[src/rtl/register_file.sv]
// Register file with power-up clear sweep, dual combinational reads and per-register pending (scoreboard) bits.
// Optional same-cycle write-to-read forwarding when REGISTER_FILE_BYPASS_EN is defined.
module register_file #(
  parameter int DATA_W   = 32,
  parameter int ADDR_W   = 5,
  parameter int ZERO_REG = 1
) (
  input  logic              clk,
  input  logic              rst_n,
  input  logic              regWrite,
  input  logic [ADDR_W-1:0] writeReg,
  input  logic [DATA_W-1:0] writeData,
  input  logic [ADDR_W-1:0] readReg1,
  input  logic [ADDR_W-1:0] readReg2,
  output logic [DATA_W-1:0] readData1,
  output logic [DATA_W-1:0] readData2,
  input  logic              claimValid,
  input  logic [ADDR_W-1:0] claimReg,
  output logic              pending1,
  output logic              pending2,
  output logic              ready
);

  localparam int DEPTH = 2 ** ADDR_W;
  localparam logic [ADDR_W-1:0] LAST_IDX = ADDR_W'(DEPTH - 1);
  localparam bit ZR = (ZERO_REG != 0);

  typedef enum logic {ST_INIT, ST_RUN} state_e;

  state_e            state_q, state_d;
  logic [ADDR_W-1:0] cnt_q, cnt_d;
  logic [DEPTH-1:0]  pend_q, pend_d;
  logic [DATA_W-1:0] regs_q [DEPTH];

  logic run, wr_en, claim_en;

  assign run      = (state_q == ST_RUN);
  assign wr_en    = run && regWrite && !(ZR && writeReg == '0);
  assign claim_en = run && claimValid && !(ZR && claimReg == '0);
  assign ready    = run;

  always_comb begin
    state_d = state_q;
    cnt_d   = cnt_q;
    if (state_q == ST_INIT) begin
      cnt_d = cnt_q + 1'b1;
      if (cnt_q == LAST_IDX) state_d = ST_RUN;
    end
  end

  // Claim is applied after the clear so a same-cycle claim on the written index wins.
  always_comb begin
    pend_d = pend_q;
    if (run && regWrite) pend_d[writeReg] = 1'b0;
    if (claim_en)        pend_d[claimReg] = 1'b1;
  end

  always_ff @(posedge clk or negedge rst_n) begin
    if (!rst_n) begin
      state_q <= ST_INIT;
      cnt_q   <= '0;
      pend_q  <= '0;
    end else begin
      state_q <= state_d;
      cnt_q   <= cnt_d;
      pend_q  <= pend_d;
    end
  end

  // Storage is not reset; the INIT sweep clears it one entry per cycle.
  always_ff @(posedge clk) begin
    if (!run)       regs_q[cnt_q]    <= '0;
    else if (wr_en) regs_q[writeReg] <= writeData;
  end

  always_comb begin
    readData1 = '0;
    readData2 = '0;
    pending1  = 1'b0;
    pending2  = 1'b0;
    if (run) begin
      readData1 = (ZR && readReg1 == '0) ? '0 : regs_q[readReg1];
      readData2 = (ZR && readReg2 == '0) ? '0 : regs_q[readReg2];
      pending1  = pend_q[readReg1];
      pending2  = pend_q[readReg2];
`ifdef REGISTER_FILE_BYPASS_EN
      if (wr_en && readReg1 == writeReg) begin
        readData1 = writeData;
        pending1  = 1'b0;
      end
      if (wr_en && readReg2 == writeReg) begin
        readData2 = writeData;
        pending2  = 1'b0;
      end
`endif
    end
  end

endmodule

[config.mk]
export PLATFORM = sky130hd
export DESIGN_NAME = register_file
export DESIGN_NICKNAME = d
export VERILOG_FILES = /design/src/rtl/register_file.sv
export SDC_FILE = /design/constraint.sdc
export NUM_CORES = 1
export LEC_CHECK = 0
export ABC_AREA = 0
export BUFFER_PORTS_ARGS = -buffer_cell sky130_fd_sc_hd__buf_2
export CAP_MARGIN = 5
export CORE_MARGIN = 8
export CORE_UTILIZATION = 50
export CTS_CLUSTER_DIAMETER = 80
export DETAILED_ROUTE_END_ITERATION = 6
export PLACE_DENSITY = 0.7
export SLEW_MARGIN = 20
export SYNTH_ARGS = -nofsm -noshare
export SYNTH_HDL_FRONTEND = slang
export SYNTH_SLANG_ARGS = --single-unit
[constraint.sdc]
create_clock -name clk -period 4.2 [get_ports clk]
set_clock_uncertainty 0.2 [all_clocks]
set_input_delay 0.84 -clock clk [delete_from_list [all_inputs] [get_ports clk]]
set_output_delay 0.84 -clock clk [all_outputs]
set_load 0.005 [all_outputs]
==> impl_results.md, run 1 <==
* Slew Viols, Final at 0
* Static Leak at 0.01994 uW
* Initial Util at 50.48%
* Non-filler instance count after layout at 3,953
* CTS max path bufs at 3
* Synth top area share at 61.89%
* Setup-failing EPs final at 0
* Synthesis-stage register bit count at 1,062
* Dpl hpwl at 76,460 um
* Wirelength per Cell at 34.88 um
* GRT Total Usage at 24.82%
* Largest net degree at the start of global routing at 73
* Vias in the first global route at 28,900
* Buffer count from post-CTS setup fixing at 0
* Area growth syn-to-layout at 13.57%
* Final period util at 93.18%
* Area of the multi-input gates at 17,240 sq um
* Total gr overflow at 0
* Netlist cell types at 46
* DRC at 0
* TritonCTS clock tree: done
* Worst Setup Start Kind: input pin
* Vias at 27,680
* Die W at 331.2 um
* Status: finished clean
* Fillcell total at 7,161
* Core Region at 98,420 sq um
* Root Buffer: clkbuf_16
* Arrival @ worst endpoint at 2.87 ns
* Antenna cells at 0
* Sequential Area at 31,700 sq um
* Setup_tns at 0 ns
* Chip Height at 331.2 um
* Setup slack, reg-to-reg at 0.68 ns
* Worst Reg-to-Reg Cells at 6
* Syn Area/Cell at 20.75 sq um
* GPL Wtd Cong at 0.7996
* Clk slew on worst S/H paths at 0.06 ns
* Hold_buf cts at 0
* Most frequent cells in the layout: edfxtp_1 (1,024), mux4_2 (516), mux2i_1 (266)
* DRT Pass-1 Iters at 6
* DP Cell Count at 3,755
* Cells after synthesis at 2,395
* Critical R2R Capture: regs_q[24][9]
* CP required at 3.16 ns
* Post-CTS Resized at 0
* Remaining antenna violation count after routing at 0
* Port-buffer cells at 122
* Area leader, netlist: edfxtp_1
* Max_cap viols at 0
* Top post-synthesis cells by area: edfxtp_1 (62%), mux4_2 (23%), mux2i_1 (5.4%)
* Syn. warnings at 0
* Mapped Area at 49,690 sq um
* Initial antenna violation count at 2
* Unrepaired setup endpoints after global routing: false
* CP max FO at 36
* Worst Setup SP: readReg2[0]
* Power Density at 408.9 nW/um^2
* Setup CP Type: in -> out
* Post-layout min period at 3.914 ns
* Ys async rst share at 3.578%
* Leading cell type in the layout, fill and taps excluded: edfxtp_1
* H-tree depth at 3
* First-pass GRT wire length at 202,000 um
* Fin. Hold Viols at 0
* Syn Nets at 2,453
* RR Startpoint: ready
* Number of synthesized flops with an enable pin at 1,024
* Worst rel slew slack at 22.15%
* Maximum VDD drop at 0.0003386 V
* Drt via density at 7.003
* Ports at 123
* Worst min path class: in -> async
* CP endpoint kind: output pin
* Actual slew at the worst max-slew pin at 1.161 ns
* Final net count at 2,638
* Clk sink count at 1,062
* Share of cells above drive strength 1 at 36.68%
* Final wirelength at 137,900 um
* Die Area at 109,700 sq um
* Maximum clock frequency at 0.2555 GHz
* Crit path to: readData2[19]
* Share of the yosys chip area belonging to registers at 63.80%
* Post-synth top flop: edfxtp_1
* Drt first-iter violations at 3,203
* TritonCTS Buffers at 110
* # rows at 115
* Later-pin clock latency in the skew report at 0.67 ns
critical path, cell delays in order:
cell	delay, ns
buf_8	0.16
buf_12	0.30
buf_4	0.36
mux4_2	0.54
mux2i_1	0.20
o221ai_1	0.22
buf_2	0.19
layer usage:
metal  wire (um)  vias up  track usage, %  part of all wire, %
li1            -    10890               -                    -
met1       51630    14860           32.70                   37
met2       68420     1600           41.19                   50
met3       12530      328           4.944                  9.1
met4        5296        0           9.076                  3.8
met5           0        -               0                    0
synth_stat cells (2+ instances only):
| library cell | instances |
|---|---|
| nand2_1 | 9 |
| o21ai_0 | 62 |
| or3b_2 | 3 |
| o22a_1 | 64 |
| mux2_2 | 9 |
| clkbuf_1 | 67 |
| mux4_2 | 516 |
| dfrtp_1 | 38 |
| or3_1 | 3 |
| nand4_1 | 2 |
| nand3_1 | 7 |
| ha_1 | 2 |
| or4b_1 | 2 |
| o221ai_1 | 66 |
| and2_1 | 32 |
| o22ai_1 | 2 |
| or3b_1 | 3 |
| nand4b_1 | 2 |
| buf_6 | 7 |
| nand2b_1 | 5 |
| inv_1 | 2 |
| edfxtp_1 | 1024 |
| nor3_1 | 3 |
| buf_2 | 48 |
| nand3b_1 | 14 |
| nor2_1 | 41 |
| buf_1 | 22 |
| buf_4 | 46 |
| mux2i_1 | 266 |
| mux4_1 | 10 |
| xnor2_1 | 3 |
cell type report:
type                            count  share of cell area, %
Inverter                            2                0.01330
Tap cell                         1287                  2.854
Clock buffer                      136                  5.144
Timing Repair Buffer              263                  4.200
Multi-Input combinational cell   1141                  30.56
Sequential cell                  1062                  56.18
Clock inverter                     62                  1.053
report_power, final:
group | leakage [uW] | internal (uW) | switching [uW]
sequential | 0.0111 | 11700 | 34.3
clock | 0.00170 | 5490 | 4040
combinational | 0.00711 | 769 | 1050
total | 0.0199 | 17900 | 5120
flip-flops by register name (all words and copies together), names as in the netlist:
signal / cells
pend_q: 32
ready: 1
cnt_q: 5
regs_q: 1024
worst min path at each step:
| stage | end | slack (ns) | cells after the start |
|---|---|---|---|
| final | pend_q[27] | 0.08 | 1 |
| after global routing | pend_q[27] | 0.14 | 1 |
| after CTS | pend_q[27] | 0.07 | 1 |
| after detailed placement | pend_q[0] | 0.31 | 1 |
| after global placement | pend_q[18] | 0.30 | 2 |
| after floorplan | pend_q[0] | 0.27 | 1 |
through the flow:
| stage | power (uW) | hold slack, ns | cell area, sq um | setup slack (ns) | util [%] |
|---|---|---|---|---|---|
| after detailed placement | 13760 | 0.3093 | 52930 | 0.2788 | 53.78 |
| after global placement | 13720 | 0.3011 | 52930 | 0.3503 | 53.78 |
| after CTS | 23200 | 0.06926 | 56430 | 0.2737 | 57.34 |
| after global routing | 23670 | 0.1378 | 56430 | 0.1897 | 57.34 |
| after floorplan | 13090 | 0.2745 | 49690 | 0.1828 | - |
| final | 23070 | 0.07786 | 56430 | 0.2864 | 57.34 |
logic make-up (layout without fill, tap and decap cells):
family | after synthesis | count (layout) | synth area share [%]
simple gates | 133 | 133 | 1.511
fa+ha+maj | 2 | 2 | 0.05036
buf+inv | 192 | 463 | 2.025
mux | 801 | 801 | 29.48
flops | 1062 | 1062 | 63.80
xor+xnor | 3 | 3 | 0.05289
compound gates | 202 | 202 | 3.077
No activity file was read; power rests on OpenSTA's default activity.
==> run 2: changes to the inputs <==
--- a/config.mk
+++ b/config.mk
@@ -10,8 +10,8 @@
 export CAP_MARGIN = 5
 export CORE_MARGIN = 8
 export CORE_UTILIZATION = 50
-export CTS_CLUSTER_DIAMETER = 80
 export DETAILED_ROUTE_END_ITERATION = 6
+export GPL_TIMING_DRIVEN = 0
 export PLACE_DENSITY = 0.7
 export SLEW_MARGIN = 20
 export SYNTH_ARGS = -nofsm -noshare
==> constraint.sdc (replaced) <==
create_clock -name clk -period 4.2 [get_ports clk]
set_clock_uncertainty 0.2 [all_clocks]
set_input_delay 0.63 -clock clk [delete_from_list [all_inputs] [get_ports clk]]
set_output_delay 0.63 -clock clk [all_outputs]
set_load 0.005 [all_outputs]
==> run 2 against run 1 <==
The flow now finishes with violations (setup timing). First-iteration DRC count is 29% higher. Core utilization grew 0.39 points. Combinational power up 9%. Worst setup slack got worse by 0.38 ns. Count of clock-buffer cells in the layout is 11 lower. Highest routed layer is now met5.
==> impl_results.md, run 2 (synthesized netlist as in run 1, its figures left out) <==
* Buffer count from post-CTS setup fixing at 0
* Leading cell type in the layout, fill and taps excluded: edfxtp_1
* # rows at 115
* Power Density at 404.3 nW/um^2
* TritonCTS Buffers at 106
* WHS at 0.1531 ns
* Drt via density at 7.226
* Arrival @ worst endpoint at 3.47 ns
* Status: complete, but fails checks
* Drt first-iter violations at 4,143
* Setup CP Type: in -> out
* Initial Util at 50.48%
* Die Area at 109,700 sq um
* Post-DP Area at 53,380 sq um
* Dpl hpwl at 105,800 um
* Maximum clock frequency at 0.2328 GHz
* Wirelength per Cell at 38.22 um
* GRT Total Usage at 27.57%
* Worst Reg-to-Reg Cells at 6
* Maximum VDD drop at 0.0003641 V
* Later-pin clock latency in the skew report at 0.70 ns
* Top reg by flops: regs_q
* CTS max path bufs at 3
* Worst min path class: in -> reg
* Worst Hold End: pend_q[17]
* Max_cap viols at 0
* CP endpoint kind: output pin
* Final period util at 102.3%
* CP required at 3.37 ns
* First-pass GRT wire length at 218,200 um
* Setup-failing EPs final at 12
* Share of cells above drive strength 1 at 36.90%
* Worst Setup Start Kind: input pin
* Setup slack, reg-to-reg at 0.40 ns
* Vias in the first global route at 30,330
* DRT Pass-1 Iters at 6
* Most frequent cells in the layout: edfxtp_1 (1,024), mux4_2 (516), mux2i_1 (266)
* Setup_tns at -0.5813 ns
* Slew Viols, Final at 0
* TritonCTS clock tree: done
* Clk sink count at 1,062
* Largest net degree at the start of global routing at 39
* Vias at 29,250
* Max reg flops at 1,024
* Area growth syn-to-layout at 14.34%
* Worst rel slew slack at 18.26%
* Die W at 331.2 um
* Ports at 123
* CP max FO at 10
* Design Power at 22,970 uW
* Clk slew on worst S/H paths at 0.06 ns
* DRC at 0
* Fin. Hold Viols at 0
* Final Instance Area at 56,810 sq um
* RR Startpoint: ready
* Remaining antenna violation count after routing at 0
* GPL Wtd Cong at 0.8613
* HP Start: claimReg[4]
* Actual slew at the worst max-slew pin at 1.226 ns
* Port-buffer cells at 113
* Final net count at 2,732
* Post-layout min period at 4.295 ns
* Worst Setup Slack, final at -0.09533 ns
* Hold Crit Depth at 3
* Critical R2R Capture: regs_q[10][10]
* Total gr overflow at 0
* Initial antenna violation count at 3
* Root Buffer: clkbuf_16
* Final wirelength at 154,700 um
* Violated checks: setup timing
* Core Region at 98,420 sq um
* H-tree depth at 3
* Static Leak at 0.02006 uW
* Largest regs: regs_q x1024, pend_q x32, cnt_q x5
* Unrepaired setup endpoints after global routing: false
* Fin util at 57.72%
* Chip Height at 331.2 um
run 2: cell count changes in the layout (fill, tap and decap cells not counted), sizes merged:
cell,before,now
clkbuf,136,194
bufinv,10,8
diode,0,2
buf,263,289
clkinv,46,57
dlygate4sd3,0,3
inv,6,4
clkinvlp,2,1
run 2: layout make-up:
cell class | count | area (sq um)
timing repair buffer | 171 | 1864
fill | 7062 | 41610
clock buffer | 125 | 2745
sequential | 1062 | 31700
inverter | 2 | 7.507
buffer | 190 | 1026
multi-input combinational | 1141 | 17260
tap | 1287 | 1610
clock inverter | 68 | 588.1
antenna | 2 | 5.005
run 2: critical path: stages:
cell and delay (ns):
buf_4 0.13, buf_2 0.57, clkbuf_1 0.84, mux4_2 0.41
mux2i_1 0.35, o221ai_1 0.29, buf_2 0.23
run 2: worst max-delay path by stage:
| stage | from | end | slack [ns] | cells past startpoint |
|---|---|---|---|---|
| 2_1_floorplan | writeReg[4] | regs_q[28][0] | 0.39 | 6 |
| 3_3_place_gp | writeReg[4] | regs_q[11][14] | -2.24 | 6 |
| 3_5_place_dp | readReg2[3] | readData2[24] | -0.33 | 6 |
| 4_1_cts | ready | readData2[1] | 0.03 | 6 |
| 5_1_grt | ready | readData1[11] | 0.004 | 7 |
| 6_report | readReg1[1] | readData1[1] | -0.1 | 7 |
run 2: layer usage:
metal  share of wire [%]  vias to the layer above  routed length (um)  GRT usage, %
met5              0.0090                        -                  14             0
met4                 6.0                        2                9269         14.48
met3                  11                      481               17460         7.376
met2                  48                     2104               74180         44.47
met1                  35                    15570               53790         34.25
li1                    -                    11100                   -             -
run 2: what timing repair did:
| item | in CTS | in global routing |
|---|---|---|
| resized for setup | 17 | 8 |
| endpoints found under the setup margin | 62 | 8 |
| hold buffers | 3 | 0 |
| endpoints found under the hold margin | 39 | 0 |
run 2: through the flow:
step                std cells  setup slack, ns
floorplan                2395           0.3928
global placement         3795           -2.244
detailed placement       3850          -0.3318
CTS                      4046          0.02971
global route             4047         0.003565
finish                   4048         -0.09533
run 2: report_power, final:
group          switching, uW  internal, uW  total [uW]
Sequential              40.7         11700       11700
Clock                   4110          5150        9270
Combinational           1220           751        1970
Total                   5380         17600       23000
